--- config.mk ---
export PLATFORM = sky130hd
export DESIGN_NAME = instr_fetch
export DESIGN_NICKNAME = d
export VERILOG_FILES = /design/src/rtl/instr_fetch.sv
export SDC_FILE = /design/constraint.sdc
export NUM_CORES = 1
export LEC_CHECK = 0
export ABC_CLOCK_PERIOD_IN_PS = 4300
export CAP_MARGIN = 5
export CORE_UTILIZATION = 30
export DETAILED_ROUTE_END_ITERATION = 10
export SYNTH_ARGS = -nofsm -noshare
export SYNTH_HDL_FRONTEND = slang
export SYNTH_SLANG_ARGS = --single-unit
--- constraint.sdc ---
create_clock -name clk -period 4.3 [get_ports clk]
set_clock_uncertainty 0.05 [all_clocks]
set_input_delay 0.86 -clock clk [delete_from_list [all_inputs] [get_ports clk]]
set_output_delay 0.86 -clock clk [all_outputs]
set_load 0.03 [all_outputs]
--- src/rtl/instr_fetch.sv ---
// Instruction front end: assembles 16-bit instructions from a byte stream
// (low byte first), buffers them in a small FIFO and presents the head
// instruction to the control block over a valid/ready handshake.
module instr_fetch #(
    parameter int DATA_WIDTH  = 8,
    parameter int INSTR_WIDTH = 16,
    parameter int DEPTH       = 4,
    parameter int PTR_W       = 2
) (
    input  logic                   clk,
    input  logic                   rst,
    input  logic [DATA_WIDTH-1:0]  byte_in,
    input  logic                   byte_valid,
    output logic                   byte_ready,
    input  logic                   flush,
    output logic [INSTR_WIDTH-1:0] instr_out,
    output logic                   instr_valid,
    input  logic                   instr_ready,
    output logic [PTR_W:0]         count,
    output logic                   overflow
);

    typedef enum logic {
        PH_LOW  = 1'b0,
        PH_HIGH = 1'b1
    } phase_e;

    localparam logic [PTR_W:0] FULL = (PTR_W+1)'(DEPTH);

    phase_e                 phase_q,    phase_d;
    logic [DATA_WIDTH-1:0]  hold_q,     hold_d;
    logic [PTR_W-1:0]       rd_ptr_q,   rd_ptr_d;
    logic [PTR_W-1:0]       wr_ptr_q,   wr_ptr_d;
    logic [PTR_W:0]         count_q,    count_d;
    logic                   overflow_q, overflow_d;
    logic [INSTR_WIDTH-1:0] mem [DEPTH];

    logic accept;
    logic push;
    logic pop;
    logic mem_we;

    // Outputs decoded from registered state only, so no input reaches an output.
    always_comb begin
        byte_ready  = (phase_q == PH_LOW) || (count_q != FULL);
        instr_valid = (count_q != '0);
        instr_out   = instr_valid ? mem[rd_ptr_q] : '0;
        count       = count_q;
        overflow    = overflow_q;
    end

    // Next-state logic: assembler phase, pointers, occupancy and sticky overflow.
    always_comb begin
        // NOTE: every _d signal is assigned its hold value first so no path
        // through this block can leave it unassigned and infer a latch.
        phase_d    = phase_q;
        hold_d     = hold_q;
        rd_ptr_d   = rd_ptr_q;
        wr_ptr_d   = wr_ptr_q;
        count_d    = count_q;
        overflow_d = overflow_q;

        accept = byte_valid && byte_ready;
        push   = accept && (phase_q == PH_HIGH);
        pop    = instr_valid && instr_ready;
        mem_we = 1'b0;

        if (flush) begin
            // Pending low byte, push and pop of this cycle are all discarded.
            phase_d    = PH_LOW;
            rd_ptr_d   = '0;
            wr_ptr_d   = '0;
            count_d    = '0;
            overflow_d = 1'b0;
        end else begin
            if (accept) begin
                if (phase_q == PH_LOW) begin
                    hold_d  = byte_in;
                    phase_d = PH_HIGH;
                end else begin
                    phase_d = PH_LOW;
                end
            end
            if (byte_valid && !byte_ready) begin
                overflow_d = 1'b1;
            end
            if (push) begin
                wr_ptr_d = wr_ptr_q + PTR_W'(1);
            end
            if (pop) begin
                rd_ptr_d = rd_ptr_q + PTR_W'(1);
            end
            count_d = count_q + (PTR_W+1)'(push) - (PTR_W+1)'(pop);
            mem_we  = push && !rst;
        end
    end

    // State registers with synchronous reset; reset overrides flush, push and pop.
    always_ff @(posedge clk) begin
        // NOTE: state flops use non-blocking assignments so every flop samples
        // the pre-edge values, independent of statement order.
        if (rst) begin
            phase_q    <= PH_LOW;
            hold_q     <= '0;
            rd_ptr_q   <= '0;
            wr_ptr_q   <= '0;
            count_q    <= '0;
            overflow_q <= 1'b0;
        end else begin
            phase_q    <= phase_d;
            hold_q     <= hold_d;
            rd_ptr_q   <= rd_ptr_d;
            wr_ptr_q   <= wr_ptr_d;
            count_q    <= count_d;
            overflow_q <= overflow_d;
        end
    end

    // FIFO storage write port: a completed instruction lands at the write pointer.
    always_ff @(posedge clk) begin
        // NOTE: storage is deliberately not reset; entries are only visible
        // while count is non-zero, and leaving them unreset keeps this a plain RAM.
        if (mem_we) begin
            mem[wr_ptr_q] <= {byte_in, hold_q};
        end
    end

endmodule
---- After elaboration in Yosys (flattened, before gate mapping) ----
Memories as Yosys holds them, arrays and structs flattened. A register that Yosys moved wholly into a read port is not among the register bits.
Index checks and enable logic that the tools add are counted.
storage, ports and cells
  memories kept ........................... 1
  output and inout port bits .............. 22
  flip-flop bits (word level) ............. 17
  logic and storage cells ................. 32
  input bits .............................. 13
  bits in writable memories ............... 64
operators by class
  reductions and logical operators ........ 11
  mux-type cells .......................... 7
  eq/ne operators ......................... 1
  add/subtract/negate cells ............... 4
  bitwise logic cells ..................... 2
memories
  memory  words  bits a word  read ports  clocked after Yosys merged registers in  write ports  RTL line  text
  mem     4      16           1           1                                        1            36        logic [INSTR_WIDTH-1:0] mem [DEPTH];
operators with widths
  kind                                         number
  2-to-1 mux 16 bit                            1
  logical AND 1 bit                            5
  adder 2 x 1 -> 2 bit, second input constant  2
  2-to-1 mux 1 bit                             4
  2-to-1 mux 2 bit                             2
  adder 3 x 1 -> 3 bit                         1
  != test 3 bit, second input constant         1
  AND reduction 3 bit                          1
  nonzero test 3 bit                           1
  subtractor 3 x 1 -> 3 bit                    1
  zero test 1 bit                              2
  NOT 1 bit                                    2
  OR reduction 2 bit                           1
  logical OR 1 bit                             1

---- Longest topological paths before layout ----
Gate-level depths: netlist (run 1).
  depth in word-level cells ............... 8
  depth in mapped cells ................... 12
  depth with buffers taken out ............ 11

---- Least setup slack after synthesis (run 1) ----
OpenSTA, ideal clock, no wires.
  kind .................................... input to register
  from .................................... input port byte_valid
  to ...................................... register count_q[2], in the netlist count[2]
  stages on the path ...................... 12
  path buffers ............................ 1
  library setup time ...................... 0.115 ns
  required time ........................... 4.135 ns
  setup slack ............................. 1.559 ns
  arrival time ............................ 2.576 ns
  cell sequence ........................... and2_1 -> nor2b_1 -> buf_2 -> inv_1 -> ha_1 -> inv_1 -> ha_1 -> inv_1 -> fa_1 -> xnor2_1 -> xnor2_1 -> and2_1
on the way
  longest elaborated chain between the ends .. 4
RTL lines
  element                    RTL line  text
  from (decl)                13        input logic byte_valid,
  logical AND 1 bit          63        accept = byte_valid && byte_ready;
  logical AND 1 bit          64        push = accept && (phase_q == PH_HIGH);
  adder 3 x 1 -> 3 bit       93        count_d = count_q + (PTR_W+1)'(push) - (PTR_W+1)'(pop);
  subtractor 3 x 1 -> 3 bit  93
  to (signal assigned)       114       count_q <= count_d;
  to (decl)                  34        logic [PTR_W:0] count_q, count_d;
No other way between the ends.
A chain may end at the register's enable or synchronous reset.

==> results of run 1 <==
[metal layers]
| metal | part of all wire (%) | GRT usage [%] | up-vias |
|---|---|---|---|
| met5 | 0 | 0 | - |
| met4 | 1.1 | 4.40 | 0 |
| met3 | 5.3 | 4.64 | 7 |
| met1 | 44 | 13.9 | 859 |
| met2 | 49 | 18.8 | 25 |
| li1 | - | - | 791 |
[flip-flops by register name (all words and copies together), names as in the netlist, named ones only]
register,cells
mem,64
hold_q,8
count,3
rd_ptr_q,2
wr_ptr_q,2
overflow,1
phase_q,1
[logic make-up (layout without fill, tap and decap cells)]
| kind of cell | count (synthesis) | after routing | share of synthesized area (%) |
|---|---|---|---|
| buffers and inverters | 15 | 64 | 2.75 |
| xor gates and xnor gates | 3 | 3 | 0.781 |
| muxes | 28 | 28 | 14.3 |
| AOI/OAI and AO/OA | 3 | 3 | 0.557 |
| and+or+nand+nor | 48 | 48 | 10.4 |
| adders and majority gates | 7 | 7 | 2.82 |
| DFF | 83 | 83 | 68.4 |
[power groups by stage]
stage	clock, uW	combinational (uW)	sequential (uW)
floorplan	0	48.8	891
global placement	0	86.2	892
detailed placement	0	87.2	892
CTS	589	87.6	874
global route	626	93.4	875
finish	576	86.2	874
[cells in the mapped netlist (2+ instances only)]
cell,count
edfxtp_1,64
nor3_1,3
nand2_1,6
and2b_1,5
mux4_2,16
nor2_1,10
xnor2_1,2
buf_6,2
dfxtp_1,19
clkbuf_1,2
inv_1,6
nor2b_1,2
and2_1,3
buf_2,4
and3_1,4
nor2b_4,10
mux2i_1,12
ha_1,6
[layout make-up]
type | count | area (um^2) | area share, %
Clock buffer | 9 | 124 | 3.03
Inverter | 6 | 22.5 | 0.551
Tap cell | 140 | 175 | 4.29
Clock inverter | 7 | 81.3 | 1.99
Sequential cell | 83 | 2300 | 56.4
Multi-Input combinational cell | 89 | 978 | 24.0
Timing Repair Buffer | 42 | 400 | 9.80
[metrics by stage]
step | total power (uW) | instance area [um^2] | std cells | util [%] | setup slack (ps)
after floorplan | 940 | 3370 | 187 | - | 1560
after global placement | 978 | 3880 | 360 | 35.6 | 813
after detailed placement | 979 | 3880 | 360 | 35.6 | 767
after CTS | 1550 | 4080 | 376 | 37.5 | 902
after global routing | 1590 | 4080 | 376 | 37.5 | 816
final | 1540 | 4080 | 376 | 37.5 | 958
[cells in the final DEF, fill, tap and decap left out, drive strengths merged, types with 2 or more instances in the layout]
cell,count
and2,3
and2b,5
and3,4
buf,8
clkbuf,9
clkdlybuf4s50,34
clkinv,2
dfxtp,19
edfxtp,64
ha,6
inv,10
mux2i,12
mux4,16
nand2,6
nor2,10
nor2b,13
nor3,4
nor3b,2
xnor2,2
[final timing paths]
path	start	to	slack, ps
max	register	instr_out[2]	960
max reg2reg	count[1]$_SDFF_PP0_	count[2]$_SDFF_PP0_	1610
min	hold_q[3]$_SDFFE_PP0P_	mem[2][3]$_DFFE_PP_	460
min reg2reg	hold_q[3]$_SDFFE_PP0P_	mem[2][3]$_DFFE_PP_	460
==> results.cfg, run 1 <==
[synthesis]
dominantRegCellSynth = edfxtp_1
netlist.area_leader.share_pct = 57.1
synth_nets = 207
syn_inst = 187
async_flop_share_pct = 0
ys_warn_count = 0
netlist_area_um2 = 3370
yosysTopAreaCell = edfxtp_1
netlist_top_cells_area = edfxtp_1, dfxtp_1, mux4_2
ys_ff_latch = 83
ys_seq_area_share_pct = 68.4
synth_edf_count = 64
postSynthAreaPerCell_um2 = 18.0
synth_cell_types = 29

[die]
die-height_um = 108
io_pins = 35
fp.dieW_um = 108
row_count = 38
start_util_pct = 30.9
core_um2 = 10900
fp.dieArea_um2 = 11700

[worst_setup_path]
cp_top_family = flip-flops
r2r_cells = 11
crit_arrival_ps = 2430
slowest_stage = dfxtp_1
path_class = reg2out
cp.required_ps = 3390
cp_max_fo = 16
cp_num_cells = 3
crit_chain = mux4_2, and2b_1, clkdlybuf4s50_1
critPathLaunchType = register
slowest_delay_ps = 870
cp-end-kind = output port
path_buf_inv = 1

[layout]
area_growth_pct = 21.3
num_antenna_cells = 0
fin_nets = 251
drive_gt1_share_pct = 22.5
fill_cells = 1022

[placed_design]
globalplace.congestion = 0.660
hpwl_um = 3680
port_buffers = 34

[detailed_routing]
first_pass_iters = 3
antenna_left = 0
wirelength_um = 5990
wl_per_cell_um = 15.9
dr.first_iter.drc_count = 50
drc = 0
routed_via_density = 4.47
num_vias = 1682

[clocking]
htree_levels = 3
cts_tree = built
post_cts_buffers = 0
cts.repair.resized = 0
clockBufferDepth = 2
cts_sinks = 83
cts_hold_buf = 0
cts_buffers = 9
root_buffer = clkbuf_8
clkTransAtPathRegs_ps = 90
clkLatencyLatePin_ps = 360

[power]
power.share.sequential_pct = 56.9
power_switching_uw = 351
swShare_pct = 22.9
p_int_uw = 1190
power_frac_comb_pct = 5.6
p_clk_share_pct = 37.5
power.density_nw_per_um2 = 376
leakagePower_uw = 0.00140
peakVddDrop_uv = 135

[sta]
max_freq_ghz = 0.299
tns_ps = 0
setup_viol = 0
fin_hold_ws_ps = 461
worstMarginPinSlew_ps = 836
rsz0062_at_grt = false
relSlewSlack_pct = 44.2
slew_viol_final = 0
fin_crit_sh_pct = 77.7
hold_violations = 0
finalCriticalPeriod_ps = 3340

[grt]
grt_pass1_wl_um = 9650
grt_usage_pct = 11.6
grt_pass1_vias = 1774
grt_max_degree = 17
antenna_found_initial = 0
overflow = 0

[flow_run]
maxCapViolCount = 0

[status]
status = finished clean

[worst_hold_path]
hold_class = reg2reg
worstHoldPathCells = 0
(Power assumes the default switching activity.)
==> run 2: changes to the inputs <==
Settings changed: ABC_CLOCK_PERIOD_IN_PS 4300 to 3050.
Clock period 4.3 ns to 3.05 ns, I/O delays scaled along.
==> run 2 against run 1 <==
  * Worst hold slack worse by 5.5 ps
  * Global-route usage down 0.37 points
  * Critical path depth up 1
  * Combinational power up 45%
  * Die area unchanged
  * Final cell count up 0.80%
  * Via count down 0.77%
  * Flip-flop and latch count unchanged
  * Power up 47%
  * Core utilization up 0.67 points
  * Sequential share of layout area down 0.98 points
  * Highest routed layer unchanged
==> results.cfg, run 2 (synthesis results as in run 1) <==
[layout]
final_common_cell = edfxtp_1
area_growth_pct = 23.4
num_antenna_cells = 0
drive_gt1_share_pct = 23.4
fill_cells = 992
mostFrequentLayoutCells = edfxtp_1, clkdlybuf4s50_1, dfxtp_1
largest-register = mem
largest_reg_flops = 64
fin_nets = 254

[detailed_routing]
routed_via_density = 4.40
dr_wl_met3_um = 242
drc = 0
antenna_left = 0
wl_per_cell_um = 15.7
met1_length_um = 2780
wirelength_um = 5950
wl_met2_um = 2800
first_pass_iters = 4
num_vias = 1669
dr.first_iter.drc_count = 58
top_layer = met4

[worst_setup_path]
cp_max_fo = 16
cp.required_ps = 2390
cp-end-kind = output port
critPathLaunchType = register
path_class = reg2out
crit_arrival_ps = 2230

[placed_design]
hpwl_um = 3630
globalplace.congestion = 0.731
port_buffers = 34

[worst_hold_path]
hold_class = reg2reg

[clocking]
root_buffer = clkbuf_8
cts.repair.resized = 0
cts_buffers = 9
cts_tree = built
clkLatencyLatePin_ps = 350
clockBufferDepth = 2
cts_sinks = 83
htree_levels = 3
clkTransAtPathRegs_ps = 90
post_cts_buffers = 0
cts_hold_buf = 0

[sta]
tns_ps = 0
fin_hold_ws_ps = 455
worstMarginPinSlew_ps = 488
hold_violations = 0
relSlewSlack_pct = 67.3
rsz0062_at_grt = false
max_freq_ghz = 0.346
finalCriticalPeriod_ps = 2890
slew_viol_final = 0
fin_crit_sh_pct = 94.7
setup_viol = 0

[status]
status = finished clean

[grt]
grt_max_degree = 18
grt_pass1_wl_um = 9300
grt_usage_pct = 11.3
grt_pass1_vias = 1759
antenna_found_initial = 0
overflow = 0

[die]
core_um2 = 10900
start_util_pct = 30.9
die-height_um = 108
fp.dieArea_um2 = 11700
io_pins = 35
row_count = 38
fp.dieW_um = 108

[power]
peakVddDrop_uv = 199
leakagePower_uw = 0.00143
power.density_nw_per_um2 = 542

[flow_run]
maxCapViolCount = 0
-- run 2: changes by cell type in the layout (fill, tap and decap cells not counted) --
cell,before,now
clkinv_2,1,0
bufinv_16,1,2
buf_4,8,9
buf_12,0,2
-- run 2: area by class of cell --
class                      instances  area (um^2)  area share [%]
clock buffer                       9          124            2.98
clock inverter                     7          106            2.56
inverter                           6         22.5           0.542
multi-input combinational         89          978            23.5
sequential                        83         2300            55.4
tap                              140          175            4.21
timing repair buffer              45          448            10.8
-- run 2: stage by stage --
step                      std cells  utilization (%)  setup slack (ps)  total power [uW]  area, um^2
after floorplan                 187                -               521              1330        3370
after global placement          363             36.1               141              1380        3930
after detailed placement        363             36.1              47.1              1380        3930
after CTS                       379             38.2               117              2270        4160
after global routing            379             38.2              81.2              2320        4160
final                           379             38.2               163              2250        4160
-- run 2: report_power, final --
group | internal, uW | leakage (uW) | switching, uW
sequential | 1220 | 0.000749 | 9.59
clock | 477 | 0.000117 | 421
combinational | 60.2 | 0.000568 | 64.9
-- run 2: path summary, 6_finish.rpt --
kind | from | endpoint | slack, ps | depth (start not counted)
hold / removal | wr_ptr_q[0]$_SDFFE_PP0P_ | wr_ptr_q[0]$_SDFFE_PP0P_ | 460 | 2
setup / recovery | register | instr_out[2] | 160 | 4
hold reg to reg | wr_ptr_q[0]$_SDFFE_PP0P_ | wr_ptr_q[0]$_SDFFE_PP0P_ | 460 | 2
setup reg to reg | count[1]$_SDFF_PP0_ | count[2]$_SDFF_PP0_ | 600 | 11
-- run 2: layer usage --
metal  vias up  track usage, %
met5         -               0
met4         0            5.97
met3        12            3.56
met2        30            17.7
met1       832            13.9
li1        795               -
-- run 2: critical path: stages (launching register included) --
cell             delay (ps)
dfxtp_1                 370
buf_12                  200
mux4_2                  540
and2b_1                 180
clkdlybuf4s50_1         590
==> variant 1: new RTL, config.mk and constraints of run 2 <==
Reset style: asynchronous (`rst`), changed in one clocked block. Comments in the files are not updated.
--- a/src/rtl/instr_fetch.sv
+++ b/src/rtl/instr_fetch.sv
@@ -96,7 +96,7 @@
     end
 
     // State registers with synchronous reset; reset overrides flush, push and pop.
-    always_ff @(posedge clk) begin
+    always_ff @(posedge clk or posedge rst) begin
         // NOTE: state flops use non-blocking assignments so every flop samples
         // the pre-edge values, independent of statement order.
         if (rst) begin
Check against the original RTL: differs if rst is asserted again (counterexample within 4 cycles, from zero or initial values and one cycle with rst high); with rst held inactive, the same outputs for 10 cycles.
==> variant 1 against run 2 <==
  * Worst setup slack worse by 0.039 ns
  * Sequential cell count is 2 lower
  * Synthesized area is 0.11% higher
  * Wire length is 0.74% lower
  * Critical endpoint is now instr_out[3]
  * Critical path type unchanged
  * Cell area is 0.48% lower
Power is not compared: it rests on default switching activity, and its combinational part moved more than twofold at a synthesized area within 25%.
==> variant 1: results (changes against run 2) <==
[run_status]
status = completed

[synth]
synth_xor_area_share_pct = 0.780  ; -0.00087 points
ys_seq_area_share_pct = 69.6  ; +1.3 points
ys_warn_count = 0  ; unchanged
syn_inst = 173  ; -7.5%
synth_mux_area_share_pct = 14.3  ; -0.016 points
synth_nets = 192  ; -7.2%
synth_ff_type = edfxtp_1
synth-edff-count = 64  ; unchanged
synth_compound_area_share_pct = 1.37  ; +0.82 points
yosys-top-cells-area = edfxtp_1 57%, dfrtp_1 13%, mux4_2 11%
yosysUniqueCellTypes = 34  ; +17%
synth_fa_ha_area_share_pct = 2.45  ; -0.37 points
yosys-top-cells-count = 64 x edfxtp_1, 17 x dfrtp_1, 16 x mux4_2
ys_async_sr_fraction_pct = 21.0  ; +21 points

[setup_path]
r2r_cells = 9  ; -2
slowest_stage = clkdlybuf4s50_1
cpPeakStageDelay_ns = 0.59  ; about the same
cp_top_family = buffers and inverters
arrival_ns = 2.27  ; +0.04 ns
critical_path_peak_fanout = 16  ; unchanged

[finish]
top_register = mem
n_fill_cell = 1020  ; +2.8%
largest_register_ffs = 64  ; unchanged
stdcell_count = 368  ; -2.9%
antennaDiodeCount = 0  ; unchanged
drive_above_1_share_pct = 28.1  ; +4.6 points
fin_nets = 242  ; -4.7%

[placement]
place_area_mm2 = 0.00394  ; +0.22%
gp_congestion = 0.654  ; -11%
dp.cells = 352  ; -3.0%
dp_hpwl_um = 3670  ; +1.3%
port_buffers = 34  ; unchanged
place_ws_ns = 0.370  ; +0.323 ns

[worst_hold_path]
worstHoldPathCells = 2  ; unchanged
min_path_type = reg2reg

[cts]
cts_made_buffers = 9  ; unchanged
cts_resized = 0  ; unchanged
htreeDepth = 3  ; unchanged
clock_latency_ns = 0.34
cts.reportedPaths.clkPinSlew_ns = 0.08
cts_setup_buffers = 0  ; unchanged

[global_route]
grt_pass1_wl_um = 9420  ; +1.3%
track_usage_pct = 11.3  ; +0.041 points
antenna_found_initial = 0  ; unchanged
grt_pass1_vias = 1714  ; -2.6%

[drt]
viasPerCell = 4.44  ; +0.83%
drt_iter0_markers = 71  ; +22%
dr.pass1.iters = 4  ; unchanged
routed_wirelength_um = 5900  ; -0.74%

[power_and_ir_drop]
intPower_mw = 2.26
irDropWorstVdd_uv = 333
p_leak_nw = 1.45

[sta]
slew_headroom_pct = 50.5  ; -17 points

variant 1: changes by cell type after synthesis, moves of 2 or more:
cell / change
and2b_1: -4
and2_1: -2
dfxtp_1: -19
mux2_4: +8
nor2b_1: +6
mux2i_1: -12
buf_2: -2
dfrtp_1: +17
nand2_1: -3
nor2_1: -3
inv_1: -2
nor2b_4: -2
variant 1: worst paths after layout:
kind | start | to | slack [ns]
worst max-delay path | rd_ptr_q[0] | instr_out[3] | 0.12
worst min-delay path | overflow | overflow | 0.45
worst max register to register | count[1] | count[2] | 0.75
worst min register to register | overflow | overflow | 0.45
max in group asynchronous | rst | hold_q[0] | 1.82
min in group asynchronous | rst | wr_ptr_q[1] | 0.67
variant 1: layer usage:
metal  vias to the layer above  share of wire, %  track usage [%]  wire length [µm]
met1                       828                47             15.0              2770
met4                         0               1.5             5.58                90
li1                        767                 -                -                 -
met3                         8               3.2             2.47               189
met2                        31                48             17.5              2850
met5                         -                 0                0                 0
variant 1: cell families after synthesis:
group / count (synthesis)
buf+inv: 11
simple gates: 41
flops: 81
mux: 24
fa+ha+maj: 6
xor+xnor: 3
compound gates: 7
variant 1: cell type report:
class                      instances  area, µm²  share of cell area (%)
clock inverter                     7       77.6                    1.88
sequential                        81       2350                    56.7
multi-input combinational         81        958                    23.2
clock buffer                       9        124                    2.99
timing repair buffer              45        435                    10.5
inverter                           5       18.8                   0.454
tap                              140        175                    4.23
variant 1: power groups by stage:
stage / logic [mW] / registers [mW] / clock network, mW
after floorplan: 0.840 / 1.38 / 0
after global placement: 1.26 / 1.37 / 0
after detailed placement: 1.27 / 1.38 / 0
after CTS: 1.27 / 1.35 / 0.814
after global routing: 1.33 / 1.36 / 0.855
final: 1.25 / 1.35 / 0.780
==> variant 2: new RTL, flow settings as in run 2 <==
Made on the original files. Put a register stage on the output `count`, with the module's reset. The value now appears one clock later. The other outputs are not delayed to match.
--- a/src/rtl/instr_fetch.sv
+++ b/src/rtl/instr_fetch.sv
@@ -27,6 +27,8 @@
 
     localparam logic [PTR_W:0] FULL = (PTR_W+1)'(DEPTH);
 
+    logic [PTR_W:0] count_c;
+
     phase_e                 phase_q,    phase_d;
     logic [DATA_WIDTH-1:0]  hold_q,     hold_d;
     logic [PTR_W-1:0]       rd_ptr_q,   rd_ptr_d;
@@ -45,7 +47,7 @@
         byte_ready  = (phase_q == PH_LOW) || (count_q != FULL);
         instr_valid = (count_q != '0);
         instr_out   = instr_valid ? mem[rd_ptr_q] : '0;
-        count       = count_q;
+        count_c     = count_q;
         overflow    = overflow_q;
     end
 
@@ -125,4 +127,12 @@
         end
     end
 
+    always_ff @(posedge clk) begin
+        if (rst) begin
+            count <= '0;
+        end else begin
+            count <= count_c;
+        end
+    end
+
 endmodule
Formal check against the unedited RTL: not equivalent (a bounded check fails within 4 cycles, from zero or initial values and one cycle with rst high).
==> variant 2 against run 2 <==
  * Utilization up 0.81 points
  * Power up 9.1%
  * Wire length down 1.5%
  * Sequential share of layout area about the same
  * Worst setup slack worse by 0.0017 ns
  * Cell area up 2.6%
  * Worst hold slack worse by 0.0081 ns
  * Critical path depth unchanged
  * Largest power group unchanged
  * Sequential cell count up 3
  * Synthesized cell count up 3.2%
  * Sequential power up 3%
  * Register-to-register slack worse by 0.06 ns
  * Synthesized area up 1.2%
==> variant 2: results (changes against run 2) <==
[placement]
dp.cells = 370  ; +1.9%
gp_congestion = 0.693  ; -5.2%
place_ws_ns = 0.0986  ; +0.0514 ns
dp_hpwl_um = 3580  ; -1.3%
place_area_mm2 = 0.00396  ; +0.89%

[synth]
ys_warn_count = 0  ; unchanged
yosysUniqueCellTypes = 28  ; -3.4%
synth_nets = 213  ; +2.9%
yosys-top-cells-count = 64 x edfxtp_1, 22 x dfxtp_1, 18 x nor2b_1, 12 x mux2i_1
ys_seq_area_share_pct = 69.3  ; +0.96 points
synth-edff-count = 64  ; unchanged
yosys-top-cells-area = edfxtp_1 56%, dfxtp_1 13%, mux4_2 6.6%
synth.avg_cell_area_um2 = 17.7  ; -2.0%

[drt]
dr.pass1.iters = 4  ; unchanged
viasPerCell = 4.53  ; +2.8%
drt_iter0_markers = 69  ; +19%
wire_per_inst_um = 15.2  ; -3.3%

[cts]
cts_resized = 0  ; unchanged
htreeDepth = 3  ; unchanged
clock_path_buffers = 2  ; unchanged
clock_latency_ns = 0.33  ; -0.02 ns
root_buffer = clkbuf_16
cts.reportedPaths.clkPinSlew_ns = 0.06  ; -0.03 ns

[setup_path]
arrival_ns = 2.23  ; about the same
timing.rr.start = count_c[1]
slowest_stage = clkdlybuf4s50_1
critical_path_peak_fanout = 16  ; unchanged
setup.worst_path.start_class = flip-flop
cpPeakStageDelay_ns = 0.63  ; +0.04 ns

[global_route]
track_usage_pct = 11.1  ; -0.21 points
grt_pass1_vias = 1735  ; -1.4%
antenna_found_initial = 0  ; unchanged
grt_max_degree = 17  ; -1
grt_pass1_wl_um = 9170  ; -1.4%

[run_status]
status = completed

[finish]
stdcell_count = 386  ; +1.8%
fin_nets = 261  ; +2.8%
drive_above_1_share_pct = 17.1  ; -6.4 points
n_fill_cell = 1010  ; +1.8%
top_regs = mem x64, hold_q x8

[sta]
finalHoldViolCount = 0  ; unchanged
slew_headroom_pct = 65.7  ; -1.6 points

[worst_hold_path]
min_path_type = reg2reg
min_from = wr_ptr_q[1]

[power_and_ir_drop]
p_leak_nw = 1.45  ; +1.3%
swShare_pct = 19.8  ; -2.2 points
irDropWorstVdd_uv = 287  ; +44%

==> variant 2: cell count changes after synthesis, sizes merged <==
cell / delta
and2b: -5
nor2b: +8
dfxtp: +3
==> variant 2: worst register-to-register path: cells and delay by family (launching register included) <==
kind / cells / cell delay [ns]
xor+xnor: 2 / 0.28
simple gates: 3 / 0.77
fa+ha+maj: 3 / 0.80
buf+inv: 2 / 0.10
flops: 1 / 0.41
==> variant 2: path summary, 6_finish.rpt <==
check | to | slack (ns) | cells after the start
setup reg to reg | count_c[2] | 0.54 | 10
hold / removal | wr_ptr_q[1] | 0.45 | 2
setup / recovery | instr_out[3] | 0.16 | 4
hold reg to reg | wr_ptr_q[1] | 0.45 | 2
==> variant 2: logic make-up (layout without fill, tap and decap cells) <==
group | count (synthesis) | in the layout | synth area share [%]
flops | 86 | 86 | 69.3
fa+ha+maj | 7 | 7 | 2.79
xor+xnor | 3 | 3 | 0.771
compound gates | 3 | 3 | 0.551
simple gates | 51 | 51 | 9.25
buf+inv | 15 | 68 | 2.53
mux | 28 | 28 | 14.8
==> variant 2: power groups by stage <==
stage	Combinational, mW	Sequential, mW	Clock, mW
global placement	0.115	1.30	0
detailed placement	0.116	1.30	0
floorplan	0.0604	1.30	0
global route	0.123	1.27	1.14
finish	0.114	1.27	1.07
CTS	0.116	1.27	1.11
==> variant 2: area by class of cell <==
type                       instances  area (µm²)  share of cell area, %
sequential                        86        2360                   55.4
timing repair buffer              46         443                   10.4
inverter                           6        22.5                  0.528
tap                              140         175                   4.11
multi-input combinational         92         958                   22.5
clock buffer                      11         243                   5.69
clock inverter                     5        58.8                   1.38
==> variant 2: per-layer routing <==
layer	wire [µm]	global-route usage, %	part of all wire [%]
met1	2570	13.2	44
met2	2960	17.9	51
met3	190	3.44	3.2
met4	131	5.79	2.2
met5	0	0	0
